[config.mk]
export PLATFORM = sky130hd
export DESIGN_NAME = cond_issue_ctrl
export DESIGN_NICKNAME = d
export VERILOG_FILES = /design/src/rtl/cond_issue_ctrl.sv
export SDC_FILE = /design/constraint.sdc
export NUM_CORES = 1
export LEC_CHECK = 0
export BUFFER_PORTS_ARGS = -buffer_cell sky130_fd_sc_hd__buf_2
export CORE_MARGIN = 4
export CORE_UTILIZATION = 53
export DETAILED_ROUTE_END_ITERATION = 10
export PLACE_DENSITY = 0.86
export RECOVER_POWER = 100
export SLEW_MARGIN = 30
export SYNTH_ARGS = -nofsm -noshare
export SYNTH_HDL_FRONTEND = slang
export SYNTH_SLANG_ARGS = --single-unit
[constraint.sdc]
create_clock -name clk -period 4.7 [get_ports clk]
set_input_delay 0.47 -clock clk [delete_from_list [all_inputs] [get_ports clk]]
set_output_delay 0.47 -clock clk [all_outputs]
set_load 0.02 [all_outputs]
[src/rtl/cond_issue_ctrl.sv]
// Issue-stage controller for ARM conditional execution: owns NZCV, evaluates condition
// codes, and stalls conditional instructions until in-flight flag writers have retired.
module cond_issue_ctrl #(
    parameter int unsigned MAX_PEND = 3,
    parameter logic [3:0]  FLAG_RST = 4'b0000
) (
    input  logic       clk,
    input  logic       reset,
    input  logic       in_valid,
    output logic       in_ready,
    input  logic [3:0] in_cond,
    input  logic       in_setflags,
    output logic       out_valid,
    input  logic       out_ready,
    output logic       out_exec,
    output logic       out_setflags,
    input  logic       flush,
    input  logic       flag_wr_en,
    input  logic [3:0] flag_wr_data,
    output logic [3:0] flags,
    output logic       pend_err
);

    localparam int unsigned CW = $clog2(MAX_PEND + 1);
    localparam int unsigned SW = CW + 1;
    localparam logic [CW-1:0] PEND_MAX = CW'(MAX_PEND);

    localparam logic [3:0] COND_AL = 4'b1110;
    localparam logic [3:0] COND_NV = 4'b1111;

    logic [3:0]    r_flags;
    logic [CW-1:0] r_pend_cnt;
    logic          r_out_valid;
    logic          r_out_exec;
    logic          r_out_setflags;
    logic          r_pend_err;

    logic [3:0]    w_eff_flags;
    logic          w_n, w_z, w_c, w_v;
    logic          w_cond_pass;
    logic          w_cond_dep;
    logic          w_hazard;
    logic          w_cap_block;
    logic          w_stage_free;
    logic          w_accept;
    logic          w_inc;
    logic          w_dec_wr;
    logic          w_dec_flush;
    logic [SW-1:0] w_sum;
    logic [SW-1:0] w_dec;
    logic [CW-1:0] w_pend_nxt;

    // A same-cycle ALU flag write is bypassed into condition evaluation.
    assign w_eff_flags = flag_wr_en ? flag_wr_data : r_flags;
    assign w_n = w_eff_flags[0];
    assign w_z = w_eff_flags[1];
    assign w_c = w_eff_flags[2];
    assign w_v = w_eff_flags[3];

    always_comb begin
        w_cond_pass = 1'b0;
        case (in_cond)
            4'b0000: w_cond_pass = w_z;
            4'b0001: w_cond_pass = !w_z;
            4'b0010: w_cond_pass = w_c;
            4'b0011: w_cond_pass = !w_c;
            4'b0100: w_cond_pass = w_n;
            4'b0101: w_cond_pass = !w_n;
            4'b0110: w_cond_pass = w_v;
            4'b0111: w_cond_pass = !w_v;
            4'b1000: w_cond_pass = w_c && !w_z;
            4'b1001: w_cond_pass = !w_c || w_z;
            4'b1010: w_cond_pass = (w_n == w_v);
            4'b1011: w_cond_pass = (w_n != w_v);
            4'b1100: w_cond_pass = !w_z && (w_n == w_v);
            4'b1101: w_cond_pass = w_z || (w_n != w_v);
            4'b1110: w_cond_pass = 1'b1;
            default: w_cond_pass = 1'b0;
        endcase
    end

    // Only a single outstanding writer can be resolved by the bypass path.
    assign w_cond_dep   = (in_cond != COND_AL) && (in_cond != COND_NV);
    assign w_hazard     = w_cond_dep &&
                          ((r_pend_cnt > CW'(1)) || ((r_pend_cnt == CW'(1)) && !flag_wr_en));
    assign w_cap_block  = in_setflags && (r_pend_cnt == PEND_MAX) && !flag_wr_en;
    assign w_stage_free = !r_out_valid || out_ready;
    assign in_ready     = !reset && w_stage_free && !w_hazard && !w_cap_block && !flush;
    assign w_accept     = in_valid && in_ready;

    assign w_inc       = w_accept && in_setflags && w_cond_pass;
    assign w_dec_wr    = flag_wr_en && (r_pend_cnt != '0);
    assign w_dec_flush = flush && r_out_valid && r_out_setflags;

    // All simultaneous count events net in one update, floored at zero.
    assign w_sum = {1'b0, r_pend_cnt} + SW'(w_inc);
    assign w_dec = SW'(w_dec_wr) + SW'(w_dec_flush);
    assign w_pend_nxt = (w_sum < w_dec) ? '0 : CW'(w_sum - w_dec);

    always_ff @(posedge clk or posedge reset) begin
        if (reset) begin
            r_flags        <= FLAG_RST;
            r_pend_cnt     <= '0;
            r_out_valid    <= 1'b0;
            r_out_exec     <= 1'b0;
            r_out_setflags <= 1'b0;
            r_pend_err     <= 1'b0;
        end else begin
            if (flag_wr_en) begin
                r_flags <= flag_wr_data;
            end
            if (flag_wr_en && (r_pend_cnt == '0)) begin
                r_pend_err <= 1'b1;
            end
            r_pend_cnt <= w_pend_nxt;
            if (flush) begin
                r_out_valid    <= 1'b0;
                r_out_exec     <= 1'b0;
                r_out_setflags <= 1'b0;
            end else if (w_accept) begin
                r_out_valid    <= 1'b1;
                r_out_exec     <= w_cond_pass;
                r_out_setflags <= in_setflags && w_cond_pass;
            end else if (out_ready) begin
                r_out_valid <= 1'b0;
            end
        end
    end

    assign out_valid    = r_out_valid;
    assign out_exec     = r_out_exec;
    assign out_setflags = r_out_setflags;
    assign flags        = r_flags;
    assign pend_err     = r_pend_err;

endmodule

## Word-level counts from Yosys, hierarchy flattened

Cells that the tools add are included.

| storage, ports and cells | value |
|---|---|
| input port bits | 15 |
| flip-flop bits (word level) | 10 |
| output and inout port bits | 9 |
| word-level logic and storage cells | 79 |

| cells by class | value |
|---|---|
| $add $sub $neg | 3 |
| reductions and logical operators | 38 |
| mux-type cells | 10 |
| magnitude comparators | 2 |
| equality and inequality tests | 20 |

Operators with widths:

| cell | number |
|---|---|
| == test 4 bit, second input constant | 7 |
| logical AND 1 bit | 19 |
| == test 4 x 3 -> 1 bit, second input constant | 4 |
| case mux 1 bit (15 select lines) | 1 |
| zero test 1 bit | 10 |
| == test 4 x 2 -> 1 bit, second input constant | 2 |
| != test 4 bit, second input constant | 2 |
| two-way mux 1 bit | 7 |
| == test 4 x 1 -> 1 bit, second input constant | 1 |
| zero test 4 bit | 1 |
| logical OR 1 bit | 4 |
| two-way mux 4 bit | 1 |
| nonzero test 2 bit | 2 |
| adder 2 x 1 -> 3 bit | 1 |
| less-than comparator 3 x 2 -> 1 bit | 1 |
| nonzero test 3 bit | 1 |
| adder 1 x 1 -> 2 bit | 1 |
| == test 2 x 1 -> 1 bit, second input constant | 1 |
| == test 2 bit, second input constant | 1 |
| greater-than comparator 2 x 1 -> 1 bit, second input constant | 1 |
| zero test 2 bit | 1 |
| two-way mux 2 bit | 1 |
| subtractor 2 bit | 1 |
| == test 1 bit | 1 |
| != test 1 bit | 1 |

## Depth between registers and ports, before layout

| depth | value |
|---|---|
| depth after elaboration | 14 |
| mapped depth | 12 |
| gate-level depth less buffers | 11 |

## Worst setup path after synthesis

OpenSTA, ideal clock, no wires.

| path | value |
|---|---|
| path kind | input port to flip-flop |
| from | input port flag_wr_en |
| to | register r_pend_cnt[0] |
| stages on the path | 10 |
| required time | 4.629 ns |
| path slack | 1.953 ns |
| path buffers | 0 |
| library setup time | 0.071 ns |
| data arrival time | 2.676 ns |
| cells stage by stage | mux4_2 xnor2_2 a221oi_2 nor4_2 a21oi_1 ha_1 fa_1 nor3b_1 nor2_1 nor2_1 |

| on the way | value |
|---|---|
| longest elaborated chain between the ends | 14 |
| elaborated cells on any way between the ends | 31 |
| those cells by class | add/sub: 3; order compare: 1; eq/ne: 2; mux: 3; reduce/logical: 22 |

RTL lines:

| element | line | source |
|---|---|---|
| from (decl) | 18 | `input logic flag_wr_en,` |
| zero test 1 bit | 85, 86 |  |
| logical AND 1 bit | 85 | `((r_pend_cnt > CW'(1)) \|\| ((r_pend_cnt == CW'(1)) && !flag_wr_en));` |
| logical OR 1 bit | 85 |  |
| logical AND 1 bit | 84 | `assign w_hazard = w_cond_dep &&` |
| zero test 1 bit | 88 | `assign in_ready = !reset && w_stage_free && !w_hazard && !w_cap_block && !flush;` |
| logical AND 1 bit (3 in series) | 88 |  |
| logical AND 1 bit | 89 | `assign w_accept = in_valid && in_ready;` |
| logical AND 1 bit (2 in series) | 91 | `assign w_inc = w_accept && in_setflags && w_cond_pass;` |
| adder 2 x 1 -> 3 bit | 96 | `assign w_sum = {1'b0, r_pend_cnt} + SW'(w_inc);` |
| less-than comparator 3 x 2 -> 1 bit or subtractor 2 bit (tied branches) | 98 | `assign w_pend_nxt = (w_sum < w_dec) ? '0 : CW'(w_sum - w_dec);` |
| two-way mux 2 bit (*) | 98 |  |
| named net w_pend_nxt[0] | 51 | `logic [CW-1:0] w_pend_nxt;` |
| to (signal assigned) | 115 | `r_pend_cnt <= w_pend_nxt;` |
| to (decl) | 32 | `logic [CW-1:0] r_pend_cnt;` |

The timed path passes the listed nets; every way through them passes the cells marked *.
A chain may end at the register's enable or synchronous reset.

## Worst setup path in the final report

Same ends and word-level chain as after synthesis.

==> run summary <==
status = complete, no violations
max-slew violations = 0
DP HPWL = 1380 microns
critical setup path kind = input pin to flip-flop
share of layout cells above drive strength 1 = 0.186
cts-stage hold buffer count = 0
initial DRC count = 3
wire length per cell = 14.9 microns
TritonCTS clock tree = yes
Initial DRT Pass Iterations = 4
DP Worst Slack = 1.47 ns
Ys Warns = 0
Post-Syn Area per Cell = 10.1 sq um
core box area = 1350 sq um
critical path required time = 4.91 ns
CTS resizes = 0
num rows = 13
GPL Wtd Cong = 0.794
Avg Vias per Cell = 5.84
worst vdd ir = 0.000200 V
clock slew at reported path FFs = 0.08 ns
Layout Skew = 0.00594 ns
PnR worst setup slack = 1.38 ns
die area = 2160 sq um
worst-margin pin slew = 0.567 ns
RSZ-0062 raised after global routing = false
Pwr Total = 270 uW
CTS sink cnt = 10
initial core utilization = 0.581
worst skew pair latency = 0.28 ns
Worst Setup Start Kind = input pin
largest net degree at the start of global routing = 13
drt total wl = 1740 microns
crit path time final = 3.32 ns
Lkg Pwr = 0.000407 uW
PwrDens = 300 nW/um^2
Crit Path Max Fanout = 12
ys async rst share = 1.00
number of global-route vias before repair = 680
hold_ws = 0.175 ns
Core Util, Final = 0.666
register area share after synthesis = 0.319
first-pass GRT wire length = 2920 microns
synth unique cells = 38
synth top area cells = dfrtp_1 32%, ha_1 6.4%, nor2_1 3.3%
DR vias = 683
commonest cells in the netlist = 10 x dfrtp_1, 7 x nor2_1, 6 x inv_1
fillers = 122
Post-synth EDFFs = 0
GR Util All Layers = 0.194
TritonCTS buffer count = 3
Hold WC Path Type = input pin to async pin
# setup viols final = 0
IO Pins = 24
final net count = 123
Synthesized Nets = 98
register bit total from synthesis = 10
Die H = 46.5 microns
CP Data Arrival Time = 3.53 ns
Fmax achieved = 301 MHz
period utilization = 0.706
Synth area leader = dfrtp_1
cell count after synthesis = 78
diodes inserted = 0
Port Buffer Count = 23
Longest Clk Path Bufs = 2
Post-synth top flop = dfrtp_1
synthesized area = 785 sq um
Final Hold Fails = 0
Die W = 46.5 microns
Critical Path End Type = flip-flop
total of max-cap violations = 0
total gr overflow = 0
Fin Setup TNS = 0 ns
post-route ant nets = 0
most numerous cell in the Yosys netlist = dfrtp_1
DRC viols = 0
Synth top area share = 0.319
# Post-CTS Setup Buffers = 0
Synth-to-Final Area Change = 14.7%
relative slew slack = 0.622
H-Tree Depth = 1
CTS Root Cell = clkbuf_4
initial antenna violation count = 0
[cell usage in the layout, fill, tap and decap left out, types with 2 or more instances in the layout]
| cell type | Yosys | final |
|---|---|---|
| dfrtp_1 | 10 | 10 |
| nor2b_1 | 2 | 2 |
| nand3_1 | 2 | 2 |
| buf_2 | 0 | 13 |
| mux2_1 | 1 | 3 |
| a21oi_1 | 4 | 4 |
| clkbuf_1 | 0 | 10 |
| nor4b_1 | 3 | 3 |
| ha_1 | 4 | 4 |
| nand2b_1 | 2 | 2 |
| clkbuf_4 | 0 | 3 |
| inv_1 | 6 | 6 |
| and3_1 | 2 | 2 |
| nand3b_1 | 3 | 3 |
| nor3b_1 | 1 | 2 |
| xnor2_1 | 3 | 4 |
| o22a_1 | 2 | 2 |
| and2_1 | 2 | 2 |
| nor2_1 | 7 | 7 |
[cell type report]
| type | instances | area [sq um] | share of cell area |
|---|---|---|---|
| well taps | 15 | 18.8 | 0.0209 |
| multi-input cells | 59 | 469 | 0.522 |
| clock buffers | 4 | 36.3 | 0.0403 |
| repair buffers | 23 | 103 | 0.114 |
| flip-flops and latches | 10 | 250 | 0.278 |
| inverters | 6 | 22.5 | 0.0250 |
[stage by stage]
| stage | cell area, sq um | std cells |
|---|---|---|
| floorplan | 785 | 78 |
| global placement | 901 | 113 |
| detailed placement | 901 | 113 |
| CTS | 937 | 117 |
| global route | 900 | 117 |
| finish | 900 | 117 |
[report_power, final]
| group | internal [uW] | switching, uW | leakage [uW] | total, uW |
|---|---|---|---|---|
| sequential | 95.9 | 8.77 | 0.000122 | 105 |
| clock | 47.1 | 34.4 | 0.0000210 | 81.5 |
| combinational | 36.8 | 46.9 | 0.000263 | 83.7 |
[flip-flops by register name (all words and copies together) (netlist names)]
| register | cells |
|---|---|
| pend_err | 1 |
| r_pend_cnt | 2 |
| out_setflags | 1 |
| out_exec | 1 |
| flags | 4 |
| out_valid | 1 |
[cells by family (layout without fill, tap and decap cells)]
logic type,after synthesis,count (layout),synth area share
fa+ha+maj,5,5,0.0893
simple gates,30,30,0.244
flops,10,10,0.319
compound gates,14,14,0.139
buf+inv,9,33,0.0510
xor+xnor,4,4,0.0542
mux,6,6,0.104
[metal layers]
layer  GRT usage  part of all wire  up-vias  wire (microns)
met5           0                 0        -               0
met4      0.0682             0.012        0              21
met3      0.0469             0.048        4              84
met2       0.324              0.51       14             880
met1       0.239              0.43      333             753
li1            -                 -      332               -
[critical path, cell delays in order]
cell	delay (ns)
clkbuf_1	0.43
mux4_2	0.59
xnor2_1	0.17
a221oi_1	0.11
nor4_1	0.48
a21oi_1	0.15
ha_1	0.24
fa_1	0.56
nor3b_1	0.18
nor2_1	0.06
nor2_1	0.08
[final timing paths]
check / cells past startpoint / from / end / slack (ns)
max: 11 / flag_wr_en / r_pend_cnt[0] / 1.38
min: 2 / reset / pend_err / 0.17
max reg2reg: 10 / flags[1] / r_pend_cnt[0] / 1.74
min reg2reg: 1 / pend_err / pend_err / 0.47
max in group asynchronous: 2 / reset / flags[1] / 4.22
min in group clk: 2 / flush / out_valid / 0.40
Power figures use the tool's default switching activity.
